==> src/rtl/hazard_stall_ctrl_pkg.sv <==
// Shared pipeline definitions: stall controller state encoding and stall counter width.
package hazard_stall_ctrl_pkg;

    typedef enum logic [1:0] {
        RUN      = 2'd0,
        MEM_WAIT = 2'd1,
        FLUSH    = 2'd2,
        HALT     = 2'd3
    } state_t;

    localparam int STALL_CNT_W = 16;

endpackage

==> src/rtl/hazard_stall_ctrl_sat_counter16.sv <==
// Saturating up-counter used to accumulate pipeline stall cycles.
module sat_counter16
    import hazard_stall_ctrl_pkg::*;
(
    input  logic                   clk,
    input  logic                   rst_n,
    input  logic                   inc,
    output logic [STALL_CNT_W-1:0] count
);

    localparam logic [STALL_CNT_W-1:0] CNT_MAX = {STALL_CNT_W{1'b1}};

    logic [STALL_CNT_W-1:0] count_reg;

    always_ff @(posedge clk or negedge rst_n) begin
        if (!rst_n) begin
            count_reg <= '0;
        end else if (inc && (count_reg != CNT_MAX)) begin
            count_reg <= count_reg + 1'b1;
        end
    end

    assign count = count_reg;

endmodule

==> src/rtl/hazard_stall_ctrl.sv <==
// Pipeline hazard stall/flush controller: Mealy FSM deciding holds, bubbles and flushes each cycle.
module hazard_stall_ctrl
    import hazard_stall_ctrl_pkg::*;
(
    input  logic                   clk,
    input  logic                   rst_n,
    input  logic                   ld_use1,
    input  logic                   ld_use2,
    input  logic                   dmem_busy,
    input  logic                   br_taken,
    input  logic                   halt_ex,
    output logic                   pc_hold,
    output logic                   ifid_hold,
    output logic                   idex_hold,
    output logic                   exmem_hold,
    output logic                   idex_bubble,
    output logic                   memwb_bubble,
    output logic                   flush_ifid,
    output logic                   flush_idex,
    output logic                   halted,
    output logic [STALL_CNT_W-1:0] stall_cnt
);

    state_t state_reg;
    state_t state_next;

    logic pc_hold_next;
    logic ifid_hold_next;
    logic idex_hold_next;
    logic exmem_hold_next;
    logic idex_bubble_next;
    logic memwb_bubble_next;
    logic flush_ifid_next;
    logic flush_idex_next;
    logic halted_next;
    logic ld_use;

    assign ld_use = ld_use1 | ld_use2;

    always_ff @(posedge clk or negedge rst_n) begin
        if (!rst_n) begin
            state_reg <= RUN;
        end else begin
            state_reg <= state_next;
        end
    end

    always_comb begin
        state_next        = state_reg;
        pc_hold_next      = 1'b0;
        ifid_hold_next    = 1'b0;
        idex_hold_next    = 1'b0;
        exmem_hold_next   = 1'b0;
        idex_bubble_next  = 1'b0;
        memwb_bubble_next = 1'b0;
        flush_ifid_next   = 1'b0;
        flush_idex_next   = 1'b0;
        halted_next       = 1'b0;

        case (state_reg)
            RUN: begin
                if (dmem_busy) begin
                    pc_hold_next      = 1'b1;
                    ifid_hold_next    = 1'b1;
                    idex_hold_next    = 1'b1;
                    exmem_hold_next   = 1'b1;
                    memwb_bubble_next = 1'b1;
                    state_next        = MEM_WAIT;
                end else if (br_taken) begin
                    // A taken branch squashes the load-use consumer too, so no bubble.
                    flush_ifid_next = 1'b1;
                    flush_idex_next = 1'b1;
                    state_next      = FLUSH;
                end else if (ld_use) begin
                    pc_hold_next     = 1'b1;
                    ifid_hold_next   = 1'b1;
                    idex_hold_next   = 1'b1;
                    idex_bubble_next = 1'b1;
                end else if (halt_ex) begin
                    state_next = HALT;
                end
            end
            MEM_WAIT: begin
                if (dmem_busy) begin
                    pc_hold_next      = 1'b1;
                    ifid_hold_next    = 1'b1;
                    idex_hold_next    = 1'b1;
                    exmem_hold_next   = 1'b1;
                    memwb_bubble_next = 1'b1;
                end else begin
                    state_next = RUN;
                end
            end
            FLUSH: begin
                // Hazards reported now come from squashed instructions; only memory stalls matter.
                if (dmem_busy) begin
                    pc_hold_next      = 1'b1;
                    ifid_hold_next    = 1'b1;
                    idex_hold_next    = 1'b1;
                    exmem_hold_next   = 1'b1;
                    memwb_bubble_next = 1'b1;
                    state_next        = MEM_WAIT;
                end else begin
                    state_next = RUN;
                end
            end
            HALT: begin
                pc_hold_next     = 1'b1;
                ifid_hold_next   = 1'b1;
                idex_bubble_next = 1'b1;
                halted_next      = 1'b1;
            end
            default: begin
                state_next = RUN;
            end
        endcase
    end

    // Outputs are Mealy, so they must be masked directly while reset is asserted.
    assign pc_hold      = rst_n & pc_hold_next;
    assign ifid_hold    = rst_n & ifid_hold_next;
    assign idex_hold    = rst_n & idex_hold_next;
    assign exmem_hold   = rst_n & exmem_hold_next;
    assign idex_bubble  = rst_n & idex_bubble_next;
    assign memwb_bubble = rst_n & memwb_bubble_next;
    assign flush_ifid   = rst_n & flush_ifid_next;
    assign flush_idex   = rst_n & flush_idex_next;
    assign halted       = rst_n & halted_next;

    sat_counter16 u_stall_cnt (
        .clk   (clk),
        .rst_n (rst_n),
        .inc   (pc_hold),
        .count (stall_cnt)
    );

endmodule

==> config.mk <==
export PLATFORM = sky130hd
export DESIGN_NAME = hazard_stall_ctrl
export DESIGN_NICKNAME = d
export VERILOG_FILES = /design/src/rtl/hazard_stall_ctrl_pkg.sv /design/src/rtl/hazard_stall_ctrl_sat_counter16.sv /design/src/rtl/hazard_stall_ctrl.sv
export SDC_FILE = /design/constraint.sdc
export NUM_CORES = 1
export LEC_CHECK = 0
export BUFFER_PORTS_ARGS = -buffer_cell sky130_fd_sc_hd__buf_2
export CORE_MARGIN = 2
export CORE_UTILIZATION = 28
export CTS_CLUSTER_SIZE = 16
export DETAILED_ROUTE_END_ITERATION = 7
export GPL_ROUTABILITY_DRIVEN = 0
export GPL_TIMING_DRIVEN = 0
export SLEW_MARGIN = 20
export SYNTH_ARGS = -nofsm -noshare
export SYNTH_HDL_FRONTEND = slang
export SYNTH_SLANG_ARGS = --single-unit
==> constraint.sdc <==
create_clock -name clk -period 3 [get_ports clk]
set_input_delay 0.3 -clock clk [delete_from_list [all_inputs] [get_ports clk]]
set_output_delay 0.3 -clock clk [all_outputs]
set_load 0.02 [all_outputs]
==> flow_summary.json <==
{
  "fin_crit_ns": 2.52,
  "die_h_um": 67.8,
  "setup_viol_count_final": 0,
  "crit_cells": 8,
  "skew_ns": 0.00117,
  "ys_top_cells_by_area": "dfrtp_1 40%, xor2_1 9.2%, ha_1 6.6%",
  "critical_path.startpoint_type": "flip-flop",
  "endpoint_kind": "output pin",
  "clock_latency_ns": 0.25,
  "cp.arrival_ns": 2.22,
  "fill_cells": 402,
  "leakagePower_uw": 0.000740,
  "grt_pass1_wl_um": 3940,
  "grt_max_degree": 24,
  "drc": 0,
  "multi_input_area_um2": 617,
  "finalHoldViolations": 0,
  "core_um2": 3940,
  "clock_sinks": 18,
  "largest_reg_flops": 16,
  "pin_count": 32,
  "crit_top_cell": "inv_1",
  "vias_per_cell": 4.79,
  "antenna_found_initial": 0,
  "final_cell_area_um2": 1410,
  "required_ns": 2.70,
  "rsz0062_at_grt": "no",
  "post-synth-top-area-cell": "dfrtp_1",
  "clk_path_buf_depth": 2,
  "avgSynthCellArea_um2": 10.3,
  "path_max_fanout": 10,
  "avgRoutedWirePerCell_um": 12.6,
  "dpl_cell_area_um2": 1360,
  "status": "finished, final reports clean",
  "regArea_um2": 450,
  "synth_ff_type": "dfrtp_1",
  "wl_um": 2480,
  "postSynthNetCount": 124,
  "cpPeakStageDelay_ns": 0.42,
  "synth.top_cell.area_share_pct": 39.6,
  "overflow": 0,
  "htreeDepth": 1,
  "holdCritPathClass": "in -> async",
  "grt_pass1_vias": 905,
  "worst-setup-path-type": "reg -> out",
  "num_antenna_cells": 0,
  "cts_buffers": 3,
  "clkTransAtPathRegs_ns": 0.07,
  "relSlewSlack_pct": 64.7,
  "ys_warn_count": 0,
  "post_cts_resized": 0,
  "grt_usage_pct": 11.0,
  "vias": 938,
  "pre_cts_ws_ns": 0.751,
  "post-cts-setup-buffers": 0,
  "drive_gt1_share_pct": 37.7,
  "ant_nets": 0,
  "dp_hpwl_um": 1880,
  "crit_slowest_cell": "dfrtp_1",
  "vdd_drop_max_v": 0.000323,
  "areaGrowthSynthToFinish_pct": 24.0,
  "timing.final.crit_share_pct": 84.2,
  "die-area_um2": 4590,
  "worst-path-buf-inv": 5,
  "setup_slack_ns": 0.475,
  "max_clock_freq_mhz": 396,
  "fin_tns_setup_ns": 0,
  "maxCapViolCount": 0,
  "path_delay_family": "buffers and inverters",
  "yosysSeqAreaShare_pct": 39.6,
  "cts_tree": "built",
  "nNetsFinal": 160,
  "fp-row-count": 23,
  "ys_seq_elements": 18,
  "cts_hold_buf": 0,
  "syn-cell-area_um2": 1140,
  "synth_edf_count": 0,
  "power_density_nw_per_um2": 727,
  "fp.dieW_um": 67.8,
  "async_flop_share_pct": 100,
  "tightest_slew_ns": 0.530,
  "firstDrtPassIters": 3,
  "io_buffers": 31,
  "ys_types": 36,
  "dr.first_iter.drc_count": 32,
  "initial_core_util_pct": 28.9,
  "worstRegToRegCells": 7,
  "slew_violations": 0,
  "cp_cell_sequence": "inv_1, ha_1, a211o_2, o211ai_4, clkbuf_8, inv_1, buf_4, buf_2",
  "clockRootBuffer": "clkbuf_8",
  "synth_cells": 111,
  "total_power_uw": 1030
}
kinds of logic after synthesis:
logic type / count (synthesis) / synth area share, %
xor gates and xnor gates: 13 / 10.0
adders and majority gates: 6 / 6.59
buffers and inverters: 13 / 6.26
DFF: 18 / 39.6
AOI/OAI and AO/OA: 12 / 8.13
and+or+nand+nor: 46 / 26.5
muxes: 3 / 2.97
final timing paths:
path | startpoint | endpoint | slack, ns
worst max-delay path | state_reg[0] | pc_hold | 0.48
worst min-delay path | rst_n | u_stall_cnt.count[13] | 0.02
worst max register to register | state_reg[0] | u_stall_cnt.count[7] | 1.00
worst min register to register | u_stall_cnt.count[15] | u_stall_cnt.count[15] | 0.50
max in group asynchronous | rst_n | state_reg[1] | 2.63
min in group clk | dmem_busy | state_reg[1] | 0.37
layout make-up:
type | instances | area share, %
plain buffers | 5 | 2.93
clock buffers | 4 | 3.90
inverters | 8 | 2.13
multi-input cells | 80 | 43.7
flip-flops and latches | 18 | 31.9
well taps | 50 | 4.43
repair buffers | 31 | 11.0
stage by stage:
step | std cells | util (%) | hold slack [ns]
2_1_floorplan | 111 | - | 0.00441
3_3_place_gp | 192 | 34.4 | 0.294
3_5_place_dp | 192 | 34.4 | 0.298
4_1_cts | 196 | 35.8 | 0.0232
5_1_grt | 196 | 35.8 | 0.0532
6_report | 196 | 35.8 | 0.0228
Yosys cell counts, types with 2 or more instances:
| cell type | instances |
|---|---|
| nand4_2 | 2 |
| o21ai_0 | 3 |
| mux2_2 | 3 |
| nand2_1 | 8 |
| nor4_1 | 4 |
| or2b_2 | 2 |
| nor2_1 | 4 |
| buf_4 | 3 |
| nand3_1 | 3 |
| inv_1 | 8 |
| xor2_1 | 12 |
| a21oi_1 | 3 |
| ha_1 | 6 |
| dfrtp_1 | 18 |
| nor3b_1 | 3 |
| o31ai_1 | 2 |
| nor3_1 | 7 |
| nand4_1 | 2 |
worst register-to-register path, delay by kind of cell, from the launching register on:
kind,cells,cell delay [ns]
fa+ha+maj,1,0.38
compound gates,2,0.52
simple gates,1,0.07
flops,1,0.42
xor+xnor,1,0.15
buf+inv,2,0.33
report_power, final:
group | internal, uW | switching, uW
Combinational | 186 | 279
Clock | 117 | 79.6
Sequential | 295 | 70.7
placed cells by master (no fill, tap or decap), drive strengths merged, types with 2 or more instances in the layout:
cell type and n:
o31ai 2, inv 8, nand4 4, mux2 3
nor3 8, buf 35, or2b 2, a21oi 3
nand3 3, xor2 12, ha 6, nor3b 3
nand2 8, clkbuf 5, nor4 6, o21ai 3
dfrtp 18, nor2 4
per-layer routing:
metal	share of wire [%]	routed length (um)	vias to the layer above	global-route usage, %
met2	52	1280	12	19.2
met1	45	1110	462	14.2
met4	0.97	24	0	4.50
li1	-	-	460	-
met5	0	0	-	0
met3	2.3	56	4	0.667
Power figures use the tool's default switching activity.
